===== src/rtl/immediate_packer_pkg.sv =====
// Shared definitions for the immediate packer: opcodes, immediate field
// locations, FSM state encoding and the instruction-word assembler.
package immediate_packer_pkg;

  localparam logic [4:0] LBI_OPC_DEF  = 5'b11000;
  localparam logic [4:0] SLBI_OPC_DEF = 5'b10010;

  typedef enum logic [1:0] {
    IMMD_5  = 2'b00,
    IMMD_8  = 2'b01,
    IMMD_11 = 2'b10
  } immdLoc_t;

  typedef enum logic [1:0] {
    IDLE        = 2'd0,
    EMIT_FIRST  = 2'd1,
    EMIT_SECOND = 2'd2
  } packState_t;

  function automatic logic [15:0] encodeInstr(input logic [4:0] opc,
                                              input logic [2:0] rd,
                                              input logic [7:0] imm);
    return {opc, rd, imm};
  endfunction

endpackage


===== src/rtl/fits_immd.sv =====
// Combinational check: does inA survive truncation to the selected immediate
// field and re-extension (sign or zero) back to 16 bits?
module fits_immd
  import immediate_packer_pkg::*;
(
  input  logic [15:0] inA,
  input  logic [1:0]  ImmdLocation,
  input  logic        Signed,
  output logic        Fits
);

  logic [2:0] fitsSigned;
  logic [2:0] fitsUnsigned;

  // Field widths 5, 8 and 11 follow the ImmdLocation code order.
  generate
    for (genvar gi = 0; gi < 3; gi++) begin : gWidth
      localparam int W = 5 + 3 * gi;
      assign fitsSigned[gi]   = (inA[15:W-1] == {(17 - W){inA[W-1]}});
      assign fitsUnsigned[gi] = (inA[15:W] == '0);
    end
  endgenerate

  always_comb begin
    Fits = 1'b0;
    case (ImmdLocation)
      IMMD_5:  Fits = Signed ? fitsSigned[0] : fitsUnsigned[0];
      IMMD_8:  Fits = Signed ? fitsSigned[1] : fitsUnsigned[1];
      IMMD_11: Fits = Signed ? fitsSigned[2] : fitsUnsigned[2];
      default: Fits = 1'b0;
    endcase
  end

endmodule


===== src/rtl/immediate_packer.sv =====
// Packs a 16-bit constant into LBI, or LBI+SLBI, and streams the beats out
// over valid/ready. All stream outputs come straight from flops.
module immediate_packer
  import immediate_packer_pkg::*;
#(
  parameter bit         SHORT_FORM = 1'b1,
  parameter logic [4:0] LBI_OPC    = LBI_OPC_DEF,
  parameter logic [4:0] SLBI_OPC   = SLBI_OPC_DEF
) (
  input  logic        clk,
  input  logic        rst,
  input  logic        flush,
  input  logic        req_valid,
  output logic        req_ready,
  input  logic [15:0] req_value,
  input  logic [2:0]  req_rd,
  output logic        instr_valid,
  input  logic        instr_ready,
  output logic [15:0] instr_word,
  output logic        instr_last,
  output logic [15:0] beats_emitted
);

  packState_t  stateReg, stateNext;
  logic [15:0] valueReg, valueNext;
  logic [2:0]  rdReg, rdNext;
  logic        fitsReg, fitsNext;
  logic [15:0] wordReg, wordNext;
  logic        lastReg, lastNext;
  logic        validReg, validNext;
  logic [15:0] beatsReg;
  logic        reqFits;
  logic        shortNext;

  fits_immd uFits (
    .inA          (req_value),
    .ImmdLocation (IMMD_8),
    .Signed       (1'b1),
    .Fits         (reqFits)
  );

  always_comb begin
    stateNext = stateReg;
    valueNext = valueReg;
    rdNext    = rdReg;
    fitsNext  = fitsReg;
    if (flush) begin
      stateNext = IDLE;
    end else begin
      case (stateReg)
        IDLE: begin
          if (req_valid) begin
            stateNext = EMIT_FIRST;
            valueNext = req_value;
            rdNext    = req_rd;
            fitsNext  = reqFits;
          end
        end
        EMIT_FIRST:  if (instr_ready) stateNext = lastReg ? IDLE : EMIT_SECOND;
        EMIT_SECOND: if (instr_ready) stateNext = IDLE;
        default:     stateNext = IDLE;
      endcase
    end

    // Output flops are loaded from the state being entered, so a stalled beat
    // is simply recomputed from unchanged captured operands.
    shortNext = SHORT_FORM && fitsNext;
    wordNext  = '0;
    lastNext  = 1'b0;
    validNext = 1'b0;
    case (stateNext)
      EMIT_FIRST: begin
        validNext = 1'b1;
        lastNext  = shortNext;
        wordNext  = encodeInstr(LBI_OPC, rdNext,
                                shortNext ? valueNext[7:0] : valueNext[15:8]);
      end
      EMIT_SECOND: begin
        validNext = 1'b1;
        lastNext  = 1'b1;
        wordNext  = encodeInstr(SLBI_OPC, rdNext, valueNext[7:0]);
      end
      default: ;
    endcase
  end

  always_ff @(posedge clk or posedge rst) begin
    if (rst) begin
      stateReg <= IDLE;
      valueReg <= '0;
      rdReg    <= '0;
      fitsReg  <= 1'b0;
      wordReg  <= '0;
      lastReg  <= 1'b0;
      validReg <= 1'b0;
      beatsReg <= '0;
    end else begin
      stateReg <= stateNext;
      valueReg <= valueNext;
      rdReg    <= rdNext;
      fitsReg  <= fitsNext;
      wordReg  <= wordNext;
      lastReg  <= lastNext;
      validReg <= validNext;
      if (validReg && instr_ready) beatsReg <= beatsReg + 16'd1;
    end
  end

  assign req_ready     = (stateReg == IDLE);
  assign instr_valid   = validReg;
  assign instr_word    = wordReg;
  assign instr_last    = lastReg;
  assign beats_emitted = beatsReg;

endmodule


===== config.mk =====
export PLATFORM = sky130hd
export DESIGN_NAME = immediate_packer
export DESIGN_NICKNAME = d
export VERILOG_FILES = /design/src/rtl/immediate_packer_pkg.sv /design/src/rtl/fits_immd.sv /design/src/rtl/immediate_packer.sv
export SDC_FILE = /design/constraint.sdc
export NUM_CORES = 1
export LEC_CHECK = 0
export CELL_PAD_IN_SITES_DETAIL_PLACEMENT = 2
export CELL_PAD_IN_SITES_GLOBAL_PLACEMENT = 2
export CORE_ASPECT_RATIO = 1.1
export CORE_MARGIN = 2
export CORE_UTILIZATION = 34
export CTS_CLUSTER_DIAMETER = 200
export DETAILED_ROUTE_END_ITERATION = 8
export PLACE_DENSITY_LB_ADDON = 0.15
export SLEW_MARGIN = 20
export SYNTH_ARGS = -nofsm -noshare
export SYNTH_HDL_FRONTEND = slang
export SYNTH_HIERARCHICAL = 1
export SYNTH_SLANG_ARGS = --single-unit
export TNS_END_PERCENT = 10

===== constraint.sdc =====
create_clock -name clk -period 6.15 [get_ports clk]
set_input_delay 1.23 -clock clk [delete_from_list [all_inputs] [get_ports clk]]
set_output_delay 1.23 -clock clk [all_outputs]
set_load 0.01 [all_outputs]

==> out/metrics.cfg <==
[critical_path]
cp.required_ps = 6320
critPathKind = in2reg
end_kind = flip-flop
crit_chain = clkdlybuf4s50_1, inv_1, ha_1, or4b_2, nor4_1, nor3_1, nor4_1, mux2_4, nand3b_2, o22ai_1
cp.arrival_ps = 3820
cp_slowest_cell = or4b_2
reg2reg_depth = 8
r2r-start = stateReg[0]
startpoint_type = primary input
worstPathMaxFanout = 8
r2r_slack_ps = 3700
r2r-end = instr_word[10]
cpMostUsedCell = nor4_1
slowest_delay_ps = 600

[floorplan]
row_count = 32
initial_core_util_pct = 34.7
die_x_um = 84.4
core_mm2 = 0.00697
die-area_mm2 = 0.00780
fp.dieH_um = 92.4
ios = 59

[min_path]
hp-class = reg2reg
hold_end = valueReg[1]
whs_path_depth = 1
min-delay-start = valueReg[1]

[sta]
max_freq_ghz = 0.273
finalCritPeriodShare_pct = 59.5
setup_viol = 0
rsz0062_at_grt = false
min_period_ps = 3660
finalHoldViolations = 0
finClkSkew_ps = 9.53
worst_slew_pin_slew_ps = 680
fin_tns_setup_ps = 0
slew_headroom_pct = 54.6
drv_slew = 0

[routing]
postRouteAntennaNets = 0
drc = 0
viasPerCell = 4.91
wire_per_inst_um = 17.1
drt_wl_total_um = 6170
drt_iter0_drc = 38
vias = 1778
first_pass_iters = 3

[grt]
grt_pass1_wl_um = 10600
first_global_vias = 2041
grt_usage_pct = 17.4
grt_overflow = 0
antenna_found_initial = 0
grt_max_degree = 54

[flow_run]
cap_violations = 0

[yosys]
avgSynthCellArea_um2 = 11.9
synthDistinctLibCells = 40
netlist.area_leader.share_pct = 54.9
synth.area.top_cells = dfrtp_1, mux2i_1, xnor2_1
synth.largest_area_cell = dfrtp_1
netlist_instances = 203
synthAdderAreaFrac_pct = 3.11
async_reset_ff_share_pct = 100
synth_xor_area_share_pct = 5.44
synth_compound_area_share_pct = 3.99
ys_warn_count = 6
synthSimpleGateAreaFrac_pct = 16.4
synthMuxAreaShare_pct = 10.4
synth_top_family_by_area = simple AND/OR/NAND/NOR gates
synth_edf_count = 0
synth.cell_area_mm2 = 0.00242
yosysMostFrequentCell = dfrtp_1
synth_seq_cells = 53
yosysSeqAreaShare_pct = 54.9
synth_ff_type = dfrtp_1
ys_top_cells_by_count = dfrtp_1, inv_1, nand2_1, xnor2_1, mux2i_1

[layout]
n_antenna_cell = 0
nNetsFinal = 306
n_fill_cell = 748
fin_cells = 362
area_growth_syn_to_layout_pct = 31.5
drive_above_1_share_pct = 9.03
final_core_util_pct = 45.6
final_cell_area_mm2 = 0.00318

[placed_design]
dp_cells = 354
dpl-instance-area_mm2 = 0.00309
hpwl_um = 4820
gp_congestion = 0.809
io_buffers = 56

[clock_tree]
postCtsResizedCells = 0
cts_hold_buf = 0
cts_max_path_buffers = 2
clk_latency_ps = 310
cts_root_buffer = clkbuf_8
ctsHtreeMaxLevel = 2
numClockSinks = 53
cts_buffers = 5
postCtsSetupBuffers = 0
clk_pin_slew_ps = 100
tritoncts = yes

[pwr]
max-vdd-ir-drop_mv = 0.130
p_leak_nw = 1.44
finalPower_mw = 0.834
pwr_density_cell_mw_per_mm2 = 262

[run_status]
outcome = finished, final reports clean

[through the flow]
stage	setup slack [ps]	hold slack, ps
global placement	2290	463
floorplan	3040	446
detailed placement	2170	474
finish	2490	497
global route	2230	517
CTS	2490	498
[sequential cells by signal (all words and copies together), names as in the netlist]
name           flops
beats_emitted     16
fitsReg            1
instr_last         1
instr_word        14
rdReg              3
stateReg           2
valueReg          16
[layer usage]
metal | vias to the layer above | GRT usage [%] | part of all wire, %
met5 | - | 0 | 0
li1 | 832 | - | -
met1 | 905 | 20.6 | 40
met3 | 4 | 3.39 | 3.2
met2 | 37 | 32.4 | 56
met4 | 0 | 3.97 | 0.55
[placed cells by master, fill, tap and decap left out, drive strengths merged]
cell,netlist,final
nor2,6,6
a21oi,2,2
nor2b,1,1
nand2,15,15
nor4,5,5
nor4b,2,2
or2,2,2
o21ai,3,3
inv,18,19
mux2i,9,9
and3,3,3
nor3,5,5
ha,6,6
a2111oi,1,1
conb,2,17
nand3b,1,1
and2b,2,2
clkdlybuf4s50,0,56
nor4bb,1,1
clkbuf,0,6
nor3b,2,2
or3,3,3
xor2,5,5
clkinv,0,1
nand3,5,5
o22ai,8,8
xnor2,10,10
or4,2,2
o41ai,1,1
mux2,13,13
buf,7,2
dfrtp,53,53
or4b,2,2
nand4,8,8
[worst max path at each step]
stage                            start       endpoint  cells past startpoint
after CTS                 req_value[8]  instr_word[5]                     10
after floorplan           req_value[7]  instr_word[5]                      9
final                     req_value[8]  instr_word[5]                     10
after global routing      req_value[7]  instr_word[5]                     10
after global placement    req_value[8]  instr_word[5]                     10
after detailed placement  req_value[8]  instr_word[5]                     10
[power by group]
| group | internal, mW | total (mW) | switching, mW |
|---|---|---|---|
| Clock | 0.0815 | 0.198 | 0.116 |
| Combinational | 0.105 | 0.201 | 0.0958 |
| Sequential | 0.400 | 0.435 | 0.0349 |
[critical path: cells and delay by family]
kind                       cells  cell delay (ps)
AOI/OAI and AO/OA              1              130
and+or+nand+nor                5             1300
muxes                          1              220
adders and majority gates      1              290
buffers and inverters          2              640
[kinds of logic (layout without fill, tap and decap cells)]
logic type               Yosys count  count (layout)
adder cells (fa/ha/maj)            6               6
multiplexers                      22              22
AND/OR/NAND/NOR                   65              65
other                              2              17
buffers and inverters             25              84
XOR/XNOR                          15              15
AO/OA/AOI/OAI                     15              15
flip-flops                        53              53
[cell type report]
class                           count  area (um2)  area share (%)
Sequential cell                    53        1330            41.7
Tap cell                           85         106            3.35
Clock inverter                      2        13.8           0.433
Multi-Input combinational cell    140        1010            31.9
Inverter                           18        67.6            2.13
Timing Repair Buffer               58         576            18.1
Clock buffer                        6        72.6            2.28
Note: power is estimated with default switching activity, not from simulation.
